$ cat src/rtl/mem_loader.sv
// Program-memory loader: receives a length-prefixed big-endian byte stream and
// writes it into program memory one 16-bit instruction per write, holding the CPU halted meanwhile.
module mem_loader #(
    parameter int          DEPTH = 256,
    parameter logic [15:0] BASE  = 16'h0000
) (
    input  logic        clk,
    input  logic        rst,
    input  logic        start,
    input  logic        in_valid,
    input  logic [7:0]  in_byte,
    output logic        in_ready,
    output logic        wr_en,
    output logic [15:0] wr_address,
    output logic [15:0] wr_data,
    output logic        halt_sys,
    output logic        done,
    output logic        err
);

    typedef enum logic [2:0] {
        IDLE,
        LEN_HI,
        LEN_LO,
        DATA_HI,
        DATA_LO,
        FINISH,
        ERROR
    } state_t;

    localparam logic [16:0] DEPTH_W = 17'(DEPTH);

    state_t      state;
    state_t      state_next;
    logic [7:0]  len_hi;
    logic [7:0]  data_hi;
    logic [15:0] count;
    logic [15:0] words;
    logic [15:0] next_addr;
    logic [15:0] full_len;
    logic        accept;
    logic        too_long;
    logic        last_word;

    assign full_len  = {len_hi, in_byte};
    assign too_long  = ({1'b0, full_len} > DEPTH_W);
    assign last_word = ((words + 16'd1) == count);
    assign accept    = in_valid & in_ready;

    always_ff @(posedge clk or negedge rst) begin
        if (!rst) begin
            state <= IDLE;
        end else begin
            state <= state_next;
        end
    end

    always_comb begin
        state_next = state;
        in_ready   = 1'b0;
        halt_sys   = 1'b1;
        done       = 1'b0;
        case (state)
            IDLE: begin
                halt_sys = 1'b0;
                if (start) state_next = LEN_HI;
            end
            LEN_HI: begin
                in_ready = 1'b1;
                if (in_valid) state_next = LEN_LO;
            end
            LEN_LO: begin
                in_ready = 1'b1;
                if (in_valid) begin
                    if (full_len == 16'd0) state_next = FINISH;
                    else if (too_long)     state_next = ERROR;
                    else                   state_next = DATA_HI;
                end
            end
            DATA_HI: begin
                in_ready = 1'b1;
                if (in_valid) state_next = DATA_LO;
            end
            DATA_LO: begin
                in_ready = 1'b1;
                if (in_valid) state_next = last_word ? FINISH : DATA_HI;
            end
            FINISH: begin
                done       = 1'b1;
                state_next = IDLE;
            end
            ERROR: begin
                state_next = IDLE;
            end
            default: begin
                state_next = IDLE;
            end
        endcase
    end

    // The write is registered on the DATA_LO acceptance, so the last word's
    // wr_en lands in the FINISH cycle together with done.
    always_ff @(posedge clk or negedge rst) begin
        if (!rst) begin
            len_hi     <= '0;
            data_hi    <= '0;
            count      <= '0;
            words      <= '0;
            next_addr  <= BASE;
            wr_en      <= 1'b0;
            wr_address <= BASE;
            wr_data    <= '0;
            err        <= 1'b0;
        end else begin
            wr_en <= 1'b0;
            case (state)
                IDLE: begin
                    if (start) begin
                        err       <= 1'b0;
                        words     <= '0;
                        count     <= '0;
                        next_addr <= BASE;
                    end
                end
                LEN_HI: begin
                    if (accept) len_hi <= in_byte;
                end
                LEN_LO: begin
                    if (accept) begin
                        count <= full_len;
                        if (too_long) err <= 1'b1;
                    end
                end
                DATA_HI: begin
                    if (accept) data_hi <= in_byte;
                end
                DATA_LO: begin
                    if (accept) begin
                        wr_data    <= {data_hi, in_byte};
                        wr_address <= next_addr;
                        next_addr  <= next_addr + 16'd2;
                        words      <= words + 16'd1;
                        wr_en      <= 1'b1;
                    end
                end
                default: begin
                end
            endcase
        end
    end

endmodule

$ cat config.mk
export PLATFORM = sky130hd
export DESIGN_NAME = mem_loader
export DESIGN_NICKNAME = d
export VERILOG_FILES = /design/src/rtl/mem_loader.sv
export SDC_FILE = /design/constraint.sdc
export NUM_CORES = 1
export LEC_CHECK = 0
export ABC_AREA = 0
export CORE_MARGIN = 8
export CORE_UTILIZATION = 59
export DETAILED_ROUTE_END_ITERATION = 8
export PLACE_DENSITY = 0.88
export SLEW_MARGIN = 30
export SYNTH_ARGS = -nofsm -noshare
export SYNTH_HDL_FRONTEND = slang
export SYNTH_SLANG_ARGS = --single-unit
$ cat constraint.sdc
create_clock -name clk -period 5.76 [get_ports clk]
set_input_delay 0.864 -clock clk [delete_from_list [all_inputs] [get_ports clk]]
set_output_delay 0.864 -clock clk [all_outputs]
set_load 0.005 [all_outputs]
==> flow_summary.ini <==
[clocking]
holdBufCountCts = 0
numCtsBuffers = 9
htree_levels = 3
cts_resized = 0
cts_buffer_depth = 2
postCtsSetupBuffers = 0
path_clk_slew_ns = 0.10
cts-root-buf = clkbuf_8
clock_latency_ns = 0.36
tritoncts = built
clock_sinks = 99

[route]
vias_per_cell = 5.81
firstDrtPassIters = 5
drc = 0
avgRoutedWirePerCell_um = 16.4
ant_nets = 0
drtIter0Drc = 200
vias = 3787
drt_wl_total_um = 10700

[finish]
syn_to_final_growth_pct = 14.3
final_cells = 652
drive_gt1_share_pct = 9.51
multi_input_area_sq_um = 2170
post-route-util_pct = 68.1
final_common_cell = nand2_1
n_fill_cell = 594
fin_nets = 556
final_cell_mix = 153 x nand2_1, 99 x dfrtp_1, 46 x clkdlybuf4s50_1, 37 x o21ai_0, 22 x nor2_1
regArea_sq_um = 2480
n_antenna_cell = 0

[setup_path]
slowest_delay_ns = 0.65
critPathKind = input pin to flip-flop
cp_slowest_cell = clkdlybuf4s50_1
worstPathArrival_ns = 3.21
cp_top_family = buffers and inverters
start_kind = input pin
crit_buf_inv = 2
path_common_cell = nor2_1
path_cells = clkdlybuf4s50_1 -> nand2_2 -> inv_2 -> o2111ai_1 -> nor2_1 -> nand2_1 -> xor2_1 -> nor2_1
crit_path_end_kind = flip-flop
worst-path-max-fanout = 48
required_ns = 5.98

[global_route]
grt_pass1_vias = 3852
antenna_found_initial = 0
grt_start_max_net_pins = 73
grt-ovfl-total = 0
grt_usage_pct = 19.8
grt_pass1_wl_um = 18400

[floorplanning]
coreArea_sq_um = 8050
start_util_pct = 59.6
std_cell_rows = 33
die_h_um = 106
dieWidth_um = 106
pin_count = 49
die_area_sq_um = 11300

[sta]
fin_setup_tns_ns = 0
fmax_ghz = 0.334
tightest_slew_ns = 0.899
slew_headroom_pct = 39.8
rsz0062_at_grt = false
drv_slew = 0
finalHoldViolCount = 0
setup_viol = 0
fin_skew_ns = 0.0114
post-route-min-period_ns = 2.99
post-route-period-util_pct = 51.9

[logic_synthesis]
syn_area_per_cell_sq_um = 9.39
synth_edf_count = 0
syn_area_sq_um = 4800
synth-seq-cells = 99
synthesis.nets = 525
async_flop_share_pct = 100
yosys_warnings = 0
yosysSeqAreaShare_pct = 51.7
ys_types = 52
synth_ff_type = dfrtp_1
syn_inst = 511

[placed_design]
gp_congestion = 0.880
portBuffers = 47
hpwl_um = 7550
dpl.cell_count = 636

[pwr]
power_density_nw_per_um2 = 396
ir_worst_vdd_mv = 0.375
p_leak_nw = 2.46

[status]
run_status = completed

[job]
cap_violations = 0

[min_path]
hold_class = input pin to asynchronous set/reset pin
worst paths after layout:
| path | start | to | cells past startpoint | slack, ns |
|---|---|---|---|---|
| max | in_valid | next_addr[10] | 8 | 2.77 |
| min | rst | wr_address[11] | 1 | 0.40 |
| max reg2reg | state[2] | next_addr[10] | 8 | 3.07 |
| min reg2reg | data_hi[3] | wr_data[11] | 2 | 0.48 |
| max in group asynchronous | rst | words[2] | 2 | 4.43 |
| min in group clk | data_hi[3] | wr_data[11] | 2 | 0.48 |
Yosys cell counts (all sizes together) (2+ instances only):
cell / n / area share (%)
nand2: 154 / 12
dfrtp: 99 / 52
o21ai: 47 / 4.9
nor2: 24 / 1.9
buf: 17 / 1.8
mux2: 16 / 3.8
nand3: 16 / 2.2
xnor2: 16 / 2.9
xor2: 14 / 2.6
clkbuf: 13 / 1.0
a21oi: 9 / 0.94
nor4: 8 / 1.4
nand4: 7 / 0.91
or3: 6 / 0.78
and3: 5 / 0.65
nand2b: 5 / 0.65
nor2b: 5 / 0.65
nor3: 5 / 0.73
o31ai: 5 / 0.78
a31oi: 4 / 0.52
inv: 4 / 0.31
o41ai: 4 / 0.89
and2: 3 / 0.39
o2111ai: 3 / 0.55
and4: 2 / 0.37
ha: 2 / 0.52
nor4b: 2 / 0.99
o22ai: 2 / 0.26
o311a: 2 / 0.42
stage by stage:
step,instance area (sq um),hold WS (ns),worst slack (ns),power (W)
2_1_floorplan,4800,0.433,3.62,0.00143
3_3_place_gp,5280,0.444,2.58,0.00170
3_5_place_dp,5280,0.464,2.45,0.00175
4_1_cts,5470,0.407,2.82,0.00218
5_1_grt,5480,0.417,2.55,0.00231
6_report,5480,0.399,2.77,0.00217
flip-flops by register name, summed over array words and instances, names as in the netlist:
register / cells
next_addr: 15
wr_en: 1
err: 1
len_hi: 8
words: 16
count: 16
data_hi: 8
state: 3
wr_address: 15
wr_data: 16
cell families after synthesis:
group	Yosys count	synth area share, %
AO/OA/AOI/OAI	82	10.3
XOR/XNOR	31	5.95
adder cells (fa/ha/maj)	2	0.522
buffers and inverters	34	3.18
flip-flops	99	51.7
multiplexers	17	3.97
other	1	0.0782
AND/OR/NAND/NOR	245	24.4
area by class of cell:
class | instances | share of cell area, %
clock buffer | 11 | 2.76
clock inverter | 5 | 0.776
inverter | 4 | 0.274
multi-input combinational | 378 | 39.6
sequential | 99 | 45.2
tap | 105 | 2.40
timing repair buffer | 50 | 9.01
routing by layer:
layer	GRT usage [%]	wire length (um)
met1	25.3	4630
met4	7.14	182
met5	0	0
met2	32.2	5250
met3	4.84	650
power breakdown:
part	total [W]	internal (W)	switching (W)
registers	0.00103	0.000872	0.000160
clock network	0.000431	0.000186	0.000246
logic	0.000707	0.000351	0.000356
Power figures use the tool's default switching activity.
